--- src/rtl/a0_trace_fifo.sv ---
// a0_trace_fifo: captures every change of the CPU's a0 register into a
// show-ahead FIFO drained through a valid/ready port. Captures that arrive
// while the FIFO is full and not draining are dropped, flagged and counted.
module a0_trace_fifo #(
  parameter int WIDTH = 32,
  parameter int DEPTH = 16
) (
  input  logic                     clk,
  input  logic                     rst,
  input  logic [WIDTH-1:0]         a0_in,
  input  logic                     capture_en,
  output logic [WIDTH-1:0]         out_data,
  output logic                     out_valid,
  input  logic                     out_ready,
  output logic [$clog2(DEPTH):0]   count,
  output logic                     overflow,
  output logic [15:0]              drop_count,
  input  logic                     clear_ovf
);

  localparam int AW = $clog2(DEPTH);
  localparam int CW = AW + 1;
  localparam logic [CW-1:0] FULL_CNT = CW'(DEPTH);

  logic [WIDTH-1:0] a0_prev;
  logic [WIDTH-1:0] mem [DEPTH];
  logic [AW-1:0]    wr_ptr;
  logic [AW-1:0]    rd_ptr;
  logic             chg;
  logic             full;
  logic             do_pop;
  logic             do_push;
  logic             drop;

  // Push/pop/drop decisions; a full FIFO still accepts a push when it pops on the same edge.
  always_comb begin
    chg     = capture_en && (a0_in != a0_prev);
    full    = (count == FULL_CNT);
    do_pop  = out_valid && out_ready;
    do_push = chg && (!full || do_pop);
    drop    = chg && full && !do_pop;
  end

  // Show-ahead head entry, forced to zero when empty.
  always_comb begin
    out_valid = (count != '0);
    out_data  = out_valid ? mem[rd_ptr] : '0;
  end

  // Change tracker follows a0 every cycle, independent of capture_en.
  always_ff @(posedge clk) begin
    if (rst) a0_prev <= '0;
    else     a0_prev <= a0_in;
  end

  // Storage array; contents need no reset since count gates visibility.
  always_ff @(posedge clk) begin
    if (!rst && do_push) mem[wr_ptr] <= a0_in;
  end

  // Pointers and occupancy; pointers wrap naturally since DEPTH is a power of 2.
  always_ff @(posedge clk) begin
    if (rst) begin
      wr_ptr <= '0;
      rd_ptr <= '0;
      count  <= '0;
    end else begin
      if (do_push) wr_ptr <= wr_ptr + 1'b1;
      if (do_pop)  rd_ptr <= rd_ptr + 1'b1;
      if (do_push && !do_pop)      count <= count + 1'b1;
      else if (do_pop && !do_push) count <= count - 1'b1;
    end
  end

  // Drop bookkeeping; a drop on the same edge as clear_ovf leaves one counted drop.
  always_ff @(posedge clk) begin
    if (rst) begin
      overflow   <= 1'b0;
      drop_count <= '0;
    end else if (drop) begin
      overflow <= 1'b1;
      if (clear_ovf)                  drop_count <= 16'd1;
      else if (drop_count != 16'hFFFF) drop_count <= drop_count + 16'd1;
    end else if (clear_ovf) begin
      overflow   <= 1'b0;
      drop_count <= '0;
    end
  end

endmodule
--- config.mk ---
export PLATFORM = sky130hd
export DESIGN_NAME = a0_trace_fifo
export DESIGN_NICKNAME = d
export VERILOG_FILES = /design/src/rtl/a0_trace_fifo.sv
export SDC_FILE = /design/constraint.sdc
export NUM_CORES = 1
export LEC_CHECK = 0
export CAP_MARGIN = 10
export CELL_PAD_IN_SITES_DETAIL_PLACEMENT = 0
export CELL_PAD_IN_SITES_GLOBAL_PLACEMENT = 2
export CORE_ASPECT_RATIO = 0.5
export CORE_MARGIN = 2
export CORE_UTILIZATION = 43
export CTS_CLUSTER_DIAMETER = 60
export CTS_CLUSTER_SIZE = 28
export DETAILED_ROUTE_END_ITERATION = 10
export GPL_TIMING_DRIVEN = 0
export PLACE_DENSITY_LB_ADDON = 0.1
export SKIP_CTS_REPAIR_TIMING = 1
export SLEW_MARGIN = 15
export SYNTH_ARGS = -nofsm -noshare
export SYNTH_HDL_FRONTEND = slang
export SYNTH_SLANG_ARGS = --single-unit
--- constraint.sdc ---
create_clock -name clk -period 2.6 [get_ports clk]
set_input_delay 0.52 -clock clk [delete_from_list [all_inputs] [get_ports clk]]
set_output_delay 0.52 -clock clk [all_outputs]
set_load 0.05 [all_outputs]
== After elaboration in Yosys (flattened, before gate mapping) ==
Memory sizes are Yosys's and may differ from the RTL's. A register that Yosys moved wholly into a read port is not among the register bits.
Index checks and enable logic that the tools add are counted.

* Bits in registers: 62
* Latch bits: 0
* Memory bits (writable): 512
* Bits in read-only memories: 0
* Input bits: 37
* Output and inout port bits: 55
* Logic and storage cells: 46
* Memories kept: 1

{| class="wikitable"
|+ Memory list
! name !! words !! bits a word !! rd ports !! clocked after memory_dff !! wr ports !! RTL line !! RTL
|-
| mem || 16 || 32 || 1 || 1 || 1 || 26 || <nowiki>logic [WIDTH-1:0] mem [DEPTH];</nowiki>
|}

* Add/subtract/negate cells: 5
* Multipliers: 0
* Divide/modulo/power cells: 0
* Order comparisons: 0
* Eq/ne operators: 3
* Shifts and indexed selects: 0
* Mux-type cells: 13
* Bitwise logic cells: 0
* Reductions and logical operators: 18

{| class="wikitable"
|+ Operators by type and width
! cell !! number
|-
| $mux 16 || 4
|-
| $mux 32 || 1
|-
| $ne 32x32->1 || 1
|-
| $add 16x1->16 const B || 1
|-
| $ne 16x16->1 const B || 1
|-
| $mux 5 || 2
|-
| $add 4x1->4 const B || 2
|-
| $logic_and 1x1->1 || 8
|-
| $mux 4 || 2
|-
| $reduce_bool 2->1 || 3
|-
| $add 5x1->5 const B || 1
|-
| $eq 5x5->1 const B || 1
|-
| $reduce_bool 5->1 || 1
|-
| $sub 5x1->5 const B || 1
|-
| $logic_not 1->1 || 4
|-
| $mux 1 || 4
|-
| $reduce_and 2->1 || 1
|-
| $logic_or 1x1->1 || 1
|}

== Longest topological paths before layout ==
Gate-level depths: netlist (run 1).

* Depth in word-level cells: 8
* Depth in mapped cells: 14
* Mapped depth without buffers: 13

== Least setup slack after synthesis (run 1) ==
OpenSTA, ideal clock, no wires.

* Kind: reg-to-reg
* From: register count[0]
* To: register count[4]
* Data arrival time: 2963 ps
* Required time: 2529 ps
* Setup slack: -434 ps
* Stages on the path, launching flop included: 14
* Path buffers: 1
* Period minus slack after synthesis: 3034 ps
* Cells stage by stage: dfxtp_1 > nor4_4 > nand3b_1 > nand2_1 > a21oi_1 > clkbuf_1 > ha_1 > inv_1 > fa_1 > a21o_1 > a21oi_1 > xnor2_1 > or3_1 > a21oi_1

* Word-level cells in the longest chain between the ends: 7
* Elaborated cells between the ends (all ways): 15
* Classes of those cells: add/sub (2); eq/ne (1); mux (2); reduce/logical (10)

{| class="wikitable"
|+ RTL lines
! element !! RTL line !! RTL
|-
| start, declared || 15 || <nowiki>output logic [$clog2(DEPTH):0] count,</nowiki>
|-
| start signal, assigned || 70 || <nowiki>if (do_push && !do_pop) count <= count + 1'b1;</nowiki>
|-
| start signal, assigned || 71 || <nowiki>else if (do_pop && !do_push) count <= count - 1'b1;</nowiki>
|-
| parallel branches: the longest is 7 deep, another holds $sub 5x1->5 || - ||
|}

Several ways; the timed one is not identified. The select of a mux whose other input is x is not followed.
A chain may end at the register's enable or synchronous reset.

==> results_dict.tcl, run 1 <==
set metrics [dict create \
    via_count 10960 \
    num_rows 59 \
    synth_simple_gate_area_share_pct 4.784 \
    synthesis.instances 1072 \
    diodes 0 \
    hp-class "primary input to register" \
    layout_commonest_cell "edfxtp_1" \
    cp.arrival_ns 2.85 \
    synth_mux_area_share_pct 16.38 \
    die_y_um 165.3 \
    path_max_fanout 10 \
    combPwrFrac_pct 30.0 \
    r2r_end "count[4]" \
    root_buffer "clkbuf_16" \
    die-area_um2 54020 \
    reg2reg_depth 14 \
    fin_worst_skew_ns 0.01998 \
    fin_crit_ns 3.368 \
    fin_ws_ns -0.7678 \
    cpPeakStageDelay_ns 0.51 \
    fin_util_pct 50.63 \
    setup.worst_path.class "register to primary output" \
    ios 92 \
    synth-seq-cells 578 \
    grt_pass1_vias 11190 \
    gr-total-overflow 0 \
    initial_core_util_pct 43.32 \
    hold_end "mem[3][10]" \
    clkPwrFrac_pct 24.6 \
    ys_seq_area_share_pct 74.58 \
    grt_max_degree 33 \
    avgRoutedWirePerCell_um 27.30 \
    cp_slowest_cell "mux4_2" \
    cp_data_required_time_ns 2.08 \
    status "finished with violations" \
    power_mw 22.91 \
    drcViolationCount 0 \
    cts_sinks 578 \
    vdd_ir_drop_max_uv 495.8 \
    layout_common_cells "512 x edfxtp_1, 160 x mux4_2, 60 x dfxtp_1, 35 x nor2b_1, 34 x buf_2" \
    numPortBuffers 90 \
    dp.final_hpwl_um 33540 \
    drt_iter0_drc 1101 \
    crit_path_cell_trace "buf_12, buf_12, mux4_2, mux4_2, and2_2, buf_2" \
    hold_viol 0 \
    antenna_found_initial 0 \
    p_int_mw 15.79 \
    fmax_mhz 296.9 \
    synth-adder-area-share_pct 0.6483 \
    clockBufferDepth 3 \
    synthFlopType "edfxtp_1" \
    pwr-share-seq_pct 45.4 \
    cts_tree "built" \
    worst_slew_pin_slew_ns 1.145 \
    grt_util_all_layers_pct 19.59 \
    cp-end-kind "primary output" \
    nets 1276 \
    synth_area_um2 22390 \
    area_delta_synth_final_pct 16.87 \
    violations "setup timing" \
    synth_xor_area_share_pct 1.526 \
    syn_area_per_cell_um2 20.88 \
    r2r_start "a0_prev[21]" \
    syn_nets 1120 \
    leakage_nw 8.221 \
    routabilityCongestion 0.7721 \
    rsz0062_at_grt "yes" \
    path_clk_slew_ns 0.11 \
    drive_gt1_share_pct 33.89 \
    synthDistinctLibCells 41 \
    grt_pass1_wl_um 75760 \
    setup_viol 34 \
    dieWidth_um 326.7 \
    synth-edff-count 512 \
    wirelength_um 53290 \
    drt.antenna.violating_nets 0 \
    fin_crit_sh_pct 129.5 \
    rrSetupSlack_ns -0.23 \
    whs_path_depth 1 \
    first_pass_iters 4 \
    hold_start "a0_in[10]" \
    finalMaxSlewViolations 0 \
    power.switching_mw 7.116 \
    powerDensity_nw_per_um2 875.6 \
    yosys_warnings 0 \
    htree_levels 1 \
    power_switching_share_pct 31.06 \
    synth_top_family_by_area "multiplexers" \
    cts_buffers 30 \
    maxSlewHeadroom_pct 23.10 \
    synth_compound_area_share_pct 1.034 \
    core_um2 51670 \
    clk_latency_ns 0.61 \
    start_kind "register" \
    viasPerCell 5.614 \
    maxCapViolations 0 \
    synth-async-reset-ratio_pct 0 \
]
[logic make-up after synthesis]
family	Yosys count
AOI/OAI and AO/OA	42
muxes	166
buffers and inverters	58
xor gates and xnor gates	39
adders and majority gates	11
DFF	578
and+or+nand+nor	178
[how the worst max path moves through the flow]
stage                    to  slack [ns]  cells after the start
2_1_floorplan      count[4]       -0.03                     12
3_3_place_gp     mem[2][20]       -2.57                      7
3_5_place_dp       count[4]       -2.22                     14
4_1_cts        out_data[13]       -2.33                      6
5_1_grt        out_data[25]       -0.86                      6
6_report        out_data[4]       -0.77                      6
[per-stage QoR]
step	setup slack (ns)	TNS (ns)	area [um^2]	hold WS, ns	instances
5_1_grt	-0.8599	-27.09	26170	0.3569	1952
4_1_cts	-2.329	-689.36	25690	0.5065	1934
2_1_floorplan	-0.02962	-0.02962	22520	0.4591	1072
3_5_place_dp	-2.222	-1009.31	24650	0.4840	1879
3_3_place_gp	-2.571	-1362.98	24300	0.4874	1863
6_report	-0.7678	-23.48	26170	0.3549	1952
[layout make-up]
cell class	instances	area (um^2)
clock inverter	23	257.7
inverter	6	27.53
sequential	578	16710
timing repair buffer	125	1237
buffer	50	516.7
fill	4193	25510
clock buffer	32	779.5
multi-input combinational	437	5756
tap	701	877.1
[synthesized netlist by cell type (all sizes together), types with 3 or more instances]
master / n / area [um^2]
a21oi: 22 / 110.1
and2: 35 / 219.0
and3: 16 / 100.1
buf: 18 / 85.08
clkbuf: 34 / 127.6
dfxtp: 66 / 1321
edfxtp: 512 / 15370
ha: 10 / 125.1
inv: 6 / 22.52
mux2: 3 / 33.78
mux2i: 3 / 30.03
mux4: 160 / 3603
nand2: 11 / 41.29
nand3: 11 / 55.05
nand4: 16 / 100.1
nor2: 17 / 66.32
nor2b: 35 / 219.0
nor3: 4 / 20.02
nor4: 5 / 52.55
o21ai: 13 / 65.06
or3: 17 / 106.4
or4: 4 / 30.03
xnor2: 35 / 306.5
xor2: 4 / 35.03
[worst max-delay path, delay by kind of cell, from the launching register on]
family | cells | cell delay (ns)
and+or+nand+nor | 1 | 0.21
buffers and inverters | 3 | 0.59
DFF | 1 | 0.38
muxes | 2 | 1.02
[sequential cells by signal, summed over array words and instances, names as in the netlist, named ones only]
| signal | cells |
|---|---|
| wr_ptr | 4 |
| mem | 512 |
| count | 5 |
| overflow | 1 |
| rd_ptr | 4 |
| a0_prev | 32 |
| drop_count | 16 |
[routing by layer]
layer,share of wire (%),wire (um),up-vias,GRT usage [%]
met5,0,0,-,0
met4,1.2,630,0,2.898
li1,-,-,4709,-
met2,46,24350,263,30.49
met3,5.0,2684,40,2.664
met1,48,25630,5946,30.26
[power by group through the flow]
| stage | logic, mW | clock network, mW | registers [mW] |
|---|---|---|---|
| 2_1_floorplan | 4.64 | 0 | 10.7 |
| 3_3_place_gp | 6.72 | 0 | 10.6 |
| 3_5_place_dp | 6.80 | 0 | 10.6 |
| 4_1_cts | 6.82 | 5.77 | 10.4 |
| 5_1_grt | 7.33 | 6.08 | 10.4 |
| 6_report | 6.88 | 5.63 | 10.4 |
No activity file was read; power rests on OpenSTA's default activity.
==> run 2, diff against run 1 <==
- CTS_BUF_LIST: not set -> sky130_fd_sc_hd__clkbuf_4 sky130_fd_sc_hd__clkbuf_8 sky130_fd_sc_hd__clkbuf_16
- SETUP_SLACK_MARGIN: not set -> 0.02
- TNS_END_PERCENT: not set -> 20
==> results_dict.tcl, run 2 (same netlist as run 1, synthesis figures left out) <==
set metrics [dict create \
    status "finished with violations" \
    violations "setup timing" \
    final_area_um2 25830 \
    r2r_end "count[4]" \
    cp_slowest_cell "clkbuf_1" \
    drt.antenna.violating_nets 0 \
    clk_latency_ns 0.62 \
    crit_path_cell_trace "clkbuf_1, mux4_2, and2_2, buf_2" \
    fin_util_pct 49.98 \
    fin_crit_sh_pct 131.6 \
    hold_end "mem[9][14]" \
    vdd_ir_drop_max_uv 478.2 \
    clockBufferDepth 3 \
    antenna_found_initial 1 \
    core_um2 51670 \
    grt_pass1_vias 11250 \
    dp.final_hpwl_um 32550 \
    largest_reg_flops 512 \
    grt_util_all_layers_pct 19.73 \
    wirelength_um 52490 \
    leakage_nw 8.069 \
    area_delta_synth_final_pct 15.36 \
    largest_registers "mem x512, a0_prev x32, drop_count x16" \
    hold_start "a0_in[14]" \
    ios 92 \
    hp-class "primary input to register" \
    numPortBuffers 90 \
    viasPerCell 5.633 \
    regMostFlops "mem" \
    fillCellCount 4186 \
    die-area_um2 54020 \
    initial_core_util_pct 43.32 \
    drt_iter0_drc 1078 \
    via_count 10870 \
    path_max_fanout 10 \
    rrSetupSlack_ns -0.25 \
    nets 1255 \
    path_clk_slew_ns 0.11 \
    dieWidth_um 326.7 \
    drcViolationCount 0 \
    grt_pass1_wl_um 76010 \
    cp.arrival_ns 2.90 \
    powerDensity_nw_per_um2 879.9 \
    worst_slew_pin_slew_ns 1.102 \
    fin_worst_skew_ns 0.01563 \
    drive_gt1_share_pct 33.28 \
    whs_path_depth 1 \
    finalMaxSlewViolations 0 \
    fin_ws_ns -0.8213 \
    setup.worst_path.class "register to primary output" \
    r2r_start "count[1]" \
    setup_viol 35 \
    cp-end-kind "primary output" \
    htree_levels 1 \
    routabilityCongestion 0.7758 \
    cts_buffers 29 \
    path_buf_inv 2 \
    reg2reg_depth 12 \
    maxCapViolations 0 \
    diodes 0 \
    rsz0062_at_grt "yes" \
    num_rows 59 \
    cp_data_required_time_ns 2.08 \
    die_y_um 165.3 \
    cts_sinks 578 \
    dpl_cell_area_um2 24630 \
    root_buffer "clkbuf_16" \
    fin_crit_ns 3.421 \
    gr-total-overflow 0 \
    fmax_mhz 292.3 \
    layout_common_cells "512 x edfxtp_1, 160 x mux4_2, 60 x dfxtp_1, 35 x nor2b_1, 35 x buf_2" \
    maxSlewHeadroom_pct 26.52 \
    cts_tree "built" \
    cpPeakStageDelay_ns 0.86 \
    avgRoutedWirePerCell_um 27.20 \
    hold_viol 0 \
    first_pass_iters 5 \
    grt_max_degree 33 \
    path_delay_family "buffers and inverters" \
    layout_commonest_cell "edfxtp_1" \
    start_kind "register" \
]
run 2: worst max-delay path by stage:
stage	from	depth (start not counted)	to	slack (ns)
CTS	register	6	out_data[16]	-2.34
finish	register	4	out_data[12]	-0.82
floorplan	a0_in[0]	13	count[4]	-0.006
detailed placement	a0_in[23]	15	count[3]	-2.21
global placement	a0_in[23]	7	mem[0][17]	-2.52
global route	register	6	out_data[12]	-0.89
run 2: worst reg2reg max path: stages (launching register included):
cell      delay, ns
dfxtp_4        0.39
nor4_4         0.31
or2b_1         0.25
clkbuf_4       0.23
nand2_4        0.13
ha_4           0.17
inv_6          0.05
fa_2           0.39
a21o_1         0.20
a21oi_2        0.13
xnor2_1        0.09
or3_1          0.32
a21oi_2        0.12
run 2: report_power, final:
group,switching (mW),total [mW],internal (mW)
Clock,3.16,5.56,2.40
Combinational,3.75,6.76,3.01
Sequential,0.125,10.4,10.3
run 2: routing by layer:
layer / part of all wire [%] / vias to the layer above / GRT usage [%] / wire, um
met5: 0 / - / 0 / 0
met4: 0.91 / 0 / 2.606 / 480
met3: 4.8 / 38 / 2.711 / 2510
met2: 45 / 257 / 29.90 / 23660
met1: 49 / 5927 / 31.30 / 25840
li1: - / 4650 / - / -
run 2: final cells by class:
class	count	area, um^2	share of cell area, %
sequential	578	16710	64.72
multi-input combinational	436	5801	22.46
timing repair buffer	105	905.9	3.508
tap	701	877.1	3.396
clock buffer	31	740.7	2.868
buffer	51	508.0	1.967
clock inverter	22	252.7	0.9786
inverter	6	27.53	0.1066
run 2: through the flow:
step           cells  hold WS [ns]  setup TNS (ns)  worst slack (ns)  power (mW)
2_1_floorplan   1072        0.4591        -0.03992         -0.006079       15.33
3_3_place_gp    1863        0.4842        -1332.61            -2.516       17.35
3_5_place_dp    1874        0.4807         -976.15            -2.210       17.41
4_1_cts         1927        0.5044         -655.67            -2.343       22.89
5_1_grt         1930        0.3473          -28.76           -0.8888       23.64
6_report        1930        0.3578          -25.02           -0.8213       22.72
==> run 3, diff against run 2 <==
- GPL_ROUTABILITY_DRIVEN: not set -> 1
==> results of run 3 <==
No change in the layout: final DEF, timing and power equal those of run 2.
